===== src/rtl/data_mem_arbiter.sv =====
// -----------------------------------------------------------------------------
// data_mem_arbiter
//
// Shares a 16-bit data memory (MEM_BYTES bytes, big-endian byte pairs,
// registered read) between a CPU load/store port and a DMA/debug port.
//
// Each access is one pass through IDLE -> ISSUE -> RESP -> FIN, or
// IDLE -> ERR when the address is odd or beyond the last word. The gnt pulse
// is issued combinationally in the IDLE cycle that accepts the request, the
// memory strobe is driven for exactly one cycle (ISSUE), and the owner gets a
// one-cycle done pulse (with err for rejected accesses). Ties are broken
// round-robin against the last granted port.
//
// Ports:
//   Clock, Reset_n          rising-edge clock, asynchronous active-low reset
//   cpu_req/we/addr/wdata   CPU request, held until cpu_gnt
//   cpu_gnt                 one-cycle accept pulse
//   cpu_done/err/rdata      completion pulse, reject flag, read data
//   dma_*                   identical set for the DMA/debug port
//   mem_Adresa/WriteData    memory address and write data
//   mem_MemWrite/MemRead    one-cycle memory strobes
//   mem_ReadData            memory read data (registered inside the memory)
//   busy                    high whenever an access is in progress
// -----------------------------------------------------------------------------
module data_mem_arbiter #(
    parameter int DATA_W    = 16,
    parameter int ADDR_W    = 16,
    parameter int MEM_BYTES = 128
) (
    input  logic              Clock,
    input  logic              Reset_n,

    input  logic              cpu_req,
    input  logic              cpu_we,
    input  logic [ADDR_W-1:0] cpu_addr,
    input  logic [DATA_W-1:0] cpu_wdata,
    output logic              cpu_gnt,
    output logic              cpu_done,
    output logic [DATA_W-1:0] cpu_rdata,
    output logic              cpu_err,

    input  logic              dma_req,
    input  logic              dma_we,
    input  logic [ADDR_W-1:0] dma_addr,
    input  logic [DATA_W-1:0] dma_wdata,
    output logic              dma_gnt,
    output logic              dma_done,
    output logic [DATA_W-1:0] dma_rdata,
    output logic              dma_err,

    output logic [ADDR_W-1:0] mem_Adresa,
    output logic [DATA_W-1:0] mem_WriteData,
    output logic              mem_MemWrite,
    output logic              mem_MemRead,
    input  logic [DATA_W-1:0] mem_ReadData,

    output logic              busy
);

    typedef enum logic [2:0] {
        IDLE,
        ISSUE,
        RESP,
        FIN,
        ERR
    } state_t;

    localparam logic OWNER_CPU = 1'b0;
    localparam logic OWNER_DMA = 1'b1;

    localparam logic [ADDR_W-1:0] LAST_WORD_ADDR = ADDR_W'(MEM_BYTES - 2);

    state_t            state_q,      state_d;
    logic              last_grant_q, last_grant_d;
    logic              owner_q,      owner_d;
    logic              we_q,         we_d;
    logic [ADDR_W-1:0] addr_q,       addr_d;
    logic [DATA_W-1:0] wdata_q,      wdata_d;
    logic [DATA_W-1:0] cpu_rdata_q,  cpu_rdata_d;
    logic [DATA_W-1:0] dma_rdata_q,  dma_rdata_d;

    logic              grant_cpu;
    logic              grant_dma;
    logic [ADDR_W-1:0] sel_addr;
    logic              addr_legal;

    // Arbitration: only decided in IDLE. On a tie the port that was not
    // granted last wins, so a port that keeps req high cannot be starved.
    always_comb begin : arbitrate
        grant_cpu = 1'b0;
        grant_dma = 1'b0;
        if (state_q == IDLE) begin
            if (cpu_req && (!dma_req || last_grant_q == OWNER_DMA)) begin
                grant_cpu = 1'b1;
            end else if (dma_req) begin
                grant_dma = 1'b1;
            end
        end
        sel_addr   = grant_dma ? dma_addr : cpu_addr;
        addr_legal = !sel_addr[0] && (sel_addr <= LAST_WORD_ADDR);
    end

    // Next-state logic.
    always_comb begin : next_state
        state_d = state_q;
        case (state_q)
            IDLE: begin
                if (grant_cpu || grant_dma) begin
                    state_d = addr_legal ? ISSUE : ERR;
                end
            end
            ISSUE:   state_d = RESP;
            RESP:    state_d = FIN;
            FIN:     state_d = IDLE;
            ERR:     state_d = IDLE;
            default: state_d = IDLE;
        endcase
    end

    // Request capture and read-data return.
    always_comb begin : datapath
        last_grant_d = last_grant_q;
        owner_d      = owner_q;
        we_d         = we_q;
        addr_d       = addr_q;
        wdata_d      = wdata_q;
        cpu_rdata_d  = cpu_rdata_q;
        dma_rdata_d  = dma_rdata_q;

        if (grant_cpu || grant_dma) begin
            last_grant_d = grant_dma;
            owner_d      = grant_dma;
            we_d         = grant_dma ? dma_we    : cpu_we;
            addr_d       = sel_addr;
            wdata_d      = grant_dma ? dma_wdata : cpu_wdata;
        end

        // The memory registered the read on the edge that ended ISSUE, so its
        // data is valid during RESP; only the owner's rdata register moves.
        if (state_q == RESP && !we_q) begin
            if (owner_q == OWNER_DMA) begin
                dma_rdata_d = mem_ReadData;
            end else begin
                cpu_rdata_d = mem_ReadData;
            end
        end
    end

    // NOTE: state uses non-blocking assignments so every flop samples the
    // values from before the edge, independent of block evaluation order.
    always_ff @(posedge Clock or negedge Reset_n) begin
        if (!Reset_n) begin
            state_q      <= IDLE;
            last_grant_q <= OWNER_DMA;
            owner_q      <= OWNER_CPU;
            we_q         <= 1'b0;
            addr_q       <= '0;
            wdata_q      <= '0;
            cpu_rdata_q  <= '0;
            dma_rdata_q  <= '0;
        end else begin
            state_q      <= state_d;
            last_grant_q <= last_grant_d;
            owner_q      <= owner_d;
            we_q         <= we_d;
            addr_q       <= addr_d;
            wdata_q      <= wdata_d;
            cpu_rdata_q  <= cpu_rdata_d;
            dma_rdata_q  <= dma_rdata_d;
        end
    end

    // Output decode: everything is a function of the registered state, so an
    // asynchronous reset drops strobes, done and busy immediately.
    always_comb begin : outputs
        // NOTE: gnt is combinational from the IDLE state, which is also the
        // reset state; masking with Reset_n keeps it low while a request is
        // held through reset. The mask is applied only here, never in the
        // flop inputs, so Reset_n stays purely an asynchronous reset there.
        cpu_gnt       = grant_cpu && Reset_n;
        dma_gnt       = grant_dma && Reset_n;

        cpu_done      = (state_q == FIN || state_q == ERR) && (owner_q == OWNER_CPU);
        dma_done      = (state_q == FIN || state_q == ERR) && (owner_q == OWNER_DMA);
        cpu_err       = (state_q == ERR) && (owner_q == OWNER_CPU);
        dma_err       = (state_q == ERR) && (owner_q == OWNER_DMA);
        cpu_rdata     = cpu_rdata_q;
        dma_rdata     = dma_rdata_q;

        mem_MemWrite  = (state_q == ISSUE) &&  we_q;
        mem_MemRead   = (state_q == ISSUE) && !we_q;
        mem_Adresa    = (state_q == ISSUE || state_q == RESP) ? addr_q : '0;
        mem_WriteData = (state_q == ISSUE) ? wdata_q : '0;

        busy          = (state_q != IDLE);
    end

endmodule


===== config.mk =====
export PLATFORM = sky130hd
export DESIGN_NAME = data_mem_arbiter
export DESIGN_NICKNAME = d
export VERILOG_FILES = /design/src/rtl/data_mem_arbiter.sv
export SDC_FILE = /design/constraint.sdc
export NUM_CORES = 1
export LEC_CHECK = 0
export CORE_ASPECT_RATIO = 1.75
export CORE_MARGIN = 5
export CORE_UTILIZATION = 44
export DETAILED_ROUTE_END_ITERATION = 8
export GPL_TIMING_DRIVEN = 0
export HOLD_SLACK_MARGIN = 0.08
export PLACE_DENSITY = 0.87
export SLEW_MARGIN = 20
export SYNTH_ARGS = -nofsm -noshare
export SYNTH_HDL_FRONTEND = slang
export SYNTH_SLANG_ARGS = --single-unit

===== constraint.sdc =====
create_clock -name Clock -period 2.6 [get_ports Clock]
set_input_delay 0.39 -clock Clock [delete_from_list [all_inputs] [get_ports Clock]]
set_output_delay 0.39 -clock Clock [all_outputs]
set_load 0.05 [all_outputs]

Yosys cells after proc, flatten, opt, wreduce, memory -nomap -nowiden:

Cells that the tools add are included.

* add/sub/neg operators: 0
* magnitude comparators: 1
* multipliers: 0
* divide/modulo/power cells: 0
* bitwise gates (word level): 1
* mux-type cells: 13
* reductions and logical operators: 22
* shift operators: 0
* eq/ne operators: 5

Operators by type and width (number)
* two-way mux 16 bit: 4
* <= comparator 16 x 7 -> 1 bit, second input constant: 1
* logical AND 1 bit: 11
* one-hot mux 3 bit (3 select lines): 1
* equality test 3 x 2 -> 1 bit, second input constant: 2
* two-way mux 1 bit: 6
* two-way mux 3 bit: 2
* logical OR 1 bit: 4
* AND reduction 2 bit: 2
* equality test 3 x 1 -> 1 bit, second input constant: 1
* equality test 3 bit, second input constant: 1
* zero test 1 bit: 3
* zero test 3 bit: 1
* nonzero test 3 bit: 1
* != test 2 x 1 -> 1 bit, second input constant: 1
* inverter 1 bit: 1

* flip-flop bits (word level): 70
* memory bits (writable): 0
* output and inout port bits: 73
* memories kept: 0
* bits in latches: 0
* input bits: 86
* logic and storage cells: 50
* bits in read-only memories: 0

Depth between registers and ports, before layout:

* word-level depth: 11
* depth in mapped cells: 7
* depth with buffers taken out: 4

Least setup slack after synthesis:

OpenSTA, ideal clock, no wires.

* kind: reg2out
* start point: register state_q[1]
* end point: output port dma_done
* stages on the path, launching flop included: 5
* data arrival time: 1.834 ns
* required time: 2.210 ns
* slack: 0.376 ns
* buffers on the path: 1
* path through: dfrtp_1 buf_2 nor2_1 nand2_1 a21boi_0

* longest elaborated chain between the ends: 3
* elaborated cells between the ends (all ways): 4
* classes of those cells: eq/ne (2); reduce/logical (2)

RTL lines
* start: declaration: line 73 `state_t state_q, state_d;`
* start signal: assignment: line 162 `state_q <= state_d;`
* equality test 3 x 2 -> 1 bit / equality test 3 bit (equally long branches): line 184 `dma_done = (state_q == FIN || state_q == ERR) && (owner_q == OWNER_DMA);`
* logical OR 1 bit (*): line 184
* logical AND 1 bit (*): line 184
* end: declaration: line 47 `output logic dma_done,`

Every way passes the cells marked *; elsewhere a longest branch is shown, timed or not.

Worst setup path in the final report:

* start point: register state_q[1]
* end point: output port cpu_gnt

* longest elaborated chain between the ends: 3

RTL lines
* zero test 3 bit: line 92 `if (state_q == IDLE) begin`
* two-way mux 1 bit: line 92
* logical AND 1 bit: line 180 `cpu_gnt = grant_cpu && Reset_n;`
* end: declaration: line 37 `output logic cpu_gnt,`

Every way passes these cells.

==> impl_results.md <==
- Outcome: finished, final reports clean
- CTS tree: built
- Ys Warns: 0
- First-pass GRT wire length: approximately 14,000 um
- Fin nets: 550
- Switch Pwr: about 0.0015 W
- Final TNS setup: 0 ns
- Met3 Usage GRT: slightly below 7%
- Total core area: ~7200 sq um
- Crit path max-delay family: buffers and inverters
- CP Launch Type: flop
- Mux cell area share after synthesis: between 15 and 20%
- Commonest cells after routing, fill and taps aside: clkdlybuf4s50_1 (121), dfrtp_1 (69), nand2_1 (58)
- Port Buffers: approximately 160
- Met1 Track Usage GR: 21.60%
- Post-synthesis simple-gate area fraction: between 10% and 20%
- Vias: approximately 2,900
- Starting Density: between 40 and 50%
- Maximum fanout along the worst path: 10
- Power Density: between 800 and 900 nW/um^2
- FF-to-FF path depth: 7
- Setup slack, reg-to-reg: 0.79 ns
- Share of post-route cells with drive strength above 1: between 20 and 25%
- Die X: roughly 75 um
- MaxCap Viol Count: 0
- FMAX: between 300 and 400 MHz
- HPWL after DPL: between 7000 and 8000 um
- Leak: ~2.5 nW
- Comb power frac: 33.9%
- Cells after Synth: about 290
- CP max stage delay: around 0.35 ns
- Crit path capture type: output pin
- Ant. Diodes: 0
- Xor/xnor share of the synthesized area: less than 1%
- Residual DRC: 0
- Root buf cell: clkbuf_16
- Placed inst area: 4955 sq um
- Via/cell ratio: 5.187
- Starting DRT DRC Count: 142
- I/O pins: 159
- Synth unique cells: 35
- Sequential cell area fraction in the yosys report: a little over half
- FF-to-FF Start: state_q[1]
- Post-route cell area: between 5000 and 6000 sq um
- DRT Wirelength: about 9400 um
- Most used DFF post-synth: dfrtp_1
- Pin count of the biggest net entering global routing: 43
- Inst Count DP: 536
- Post-Syn Nets: between 300 and 400
- Initial antenna violation count: 0
- Worst path arrival time: between 2 and 2.5 ns
- Area growth syn-to-layout: 63.87%
- Worst r2r dst: addr_q[14]
- Hold WC Path Type: flop to flop
- Worst Setup Path Type: flop to output pin
- WL per Instance: 16.95 um
- Total grt overflow: 0
- Final Hold Viols: 0
- Worst-Skew Late Latency: around 0.32 ns
- Critical path origin: state_q[1]
- Pins Over Slew Limit: 0
- Die Ht: roughly 120 um
- Worst path most repeated cell: buf_2
- Worst path depth: 7
- Vias in the first global route: around 3,000
- ANT nets after route: 0
- FFs w/ async S/R, synth: 100.0%
- Total GRT Usage: around 21%
- Crit path cell chain: buf_2 -> nor3_4 -> and3_1 -> buf_2 -> buf_4 -> and2_1 -> clkbuf_4
- Slew @ Worst Pin: ~0.53 ns
- Global placer's final weighted congestion: between 0.7 and 0.8
- Rows: around 40
- Complex-gate fraction of the synthesized area: approximately 8.6%
- Max VDD drop: 486.8 uV
- Crit path time final: 2.555 ns
- Total die area: slightly above 9000 sq um
- Int Power: a little under 0.003 W
- Fin crit share: slightly below 100%
- Setup Skew: a little over 0.007 ns
- Clk sinks: 70
- Max_slew headroom: ~65%
- Syn avg cell area: about 11 sq um
- GR Util met2: a little under two fifths
- Total power: about 0.0044 W
- Sequential Power Share: 36.7%
- Critical Path Sink: cpu_gnt
- RSZ-0062 raised after global routing: true
- Mapped Area: about 3200 sq um
- Top Usage Layer GRT: met2
- Setup Viol. Count Final: 0
- 1st-pass router iterations: 6
- Clock power share: approximately 29%
- Commonest non-fill, non-tap cell in the layout: clkdlybuf4s50_1
- Largest family of logic cells by synthesized area: simple AND/OR/NAND/NOR gates
- Synth Register Bits: 70
- Max clock buf depth: 2
- Slowest stage cell, crit path: dfrtp_1
- Clock transition at path regs: around 0.06 ns
- Sw frac: 34.20%
- Htree depth: 3
- EDFF count, synth: 0
- Worst Path Required: 2.21 ns
- CTS Buf Count: 9
- Area share of fa/ha/maj cells after synthesis: 0%
- CP bufs+invs: 4
- Fin cells: 555
==> cells by family after synthesis <==
family | after synthesis
and+or+nand+nor | 118
DFF | 70
AOI/OAI and AO/OA | 42
muxes | 42
buffers and inverters | 18
xor gates and xnor gates | 1
==> registers in the layout (all words and copies together), names as in the netlist <==
| signal | cells |
|---|---|
| addr_q | 16 |
| cpu_rdata | 16 |
| dma_rdata | 16 |
| last_grant_q | 1 |
| owner_q | 1 |
| state_q | 3 |
| wdata_q | 16 |
| we_q | 1 |
==> power groups by stage <==
stage	registers [W]	clock network (W)	logic [W]
after CTS	0.00163	0.00133	0.00149
after global routing	0.00167	0.00138	0.00162
final	0.00162	0.00130	0.00150
after global placement	0.00161	0	0.00145
after detailed placement	0.00164	0	0.00149
after floorplan	0.00178	0	0.000776
==> synth_stat cells, drive strengths merged (3+ instances only) <==
master	instances	area share [%]
dfrtp	69	53
nand2	58	6.7
and2	35	6.7
mux2	32	12
a22oi	23	5.3
buf	13	2.6
o21ai	11	1.7
mux2i	10	3.1
nor2	7	0.89
clkbuf	4	0.50
nand3	4	0.62
nor4	4	0.77
a21oi	3	0.46
and3	3	0.58
==> metrics by stage <==
stage	hold slack (ns)	setup slack (ns)	util (%)
4_1_cts	0.4680	-0.01781	73.26
3_3_place_gp	0.4506	-2.048	68.26
6_report	0.4660	0.04536	73.59
2_1_floorplan	0.09441	0.3757	-
5_1_grt	0.4927	-0.07438	73.59
3_5_place_dp	0.3469	-0.3035	68.50
==> worst register-to-register path, cell delays in order (launching register included) <==
cell and delay (ns):
dfrtp_1 0.35, buf_2 0.18, nor3_4 0.31, buf_4 0.19, nand3_1 0.11, buf_2 0.25, mux2i_1 0.19, o21ai_0 0.10
==> how the worst min path moves through the flow <==
stage,from,end,slack (ns),depth (start not counted)
finish,wdata_q[2],wdata_q[2],0.47,2
detailed placement,Reset_n,dma_rdata[0],0.35,1
global route,wdata_q[2],wdata_q[2],0.49,2
CTS,wdata_q[1],wdata_q[1],0.47,2
global placement,wdata_q[13],wdata_q[13],0.45,2
floorplan,Reset_n,addr_q[0],0.09,0
==> routing by layer <==
metal  up-vias  wire, um
met5         -         0
met4         0       242
met3        18       824
met2       127      5113
met1      1380      3229
li1       1354         -
==> area by class of cell <==
type	instances	area, sq um
Inverter	1	3.754
Fill cell	525	1911
Sequential cell	70	1753
Tap cell	86	107.6
Timing Repair Buffer	162	1628
Clock inverter	6	85.08
Multi-Input combinational cell	203	1405
Buffer	17	101.3
Clock buffer	10	239.0
==> timing repair <==
action | 4_1_cts | 5_1_grt
gates resized for setup | 82 | 4
setup endpoints to repair | 36 | 21
pin swaps | 0 | 1
setup buffers | 0 | 2
hold endpoints to repair | 27 | 0
hold buffers | 1 | 0
(Power assumes the default switching activity.)
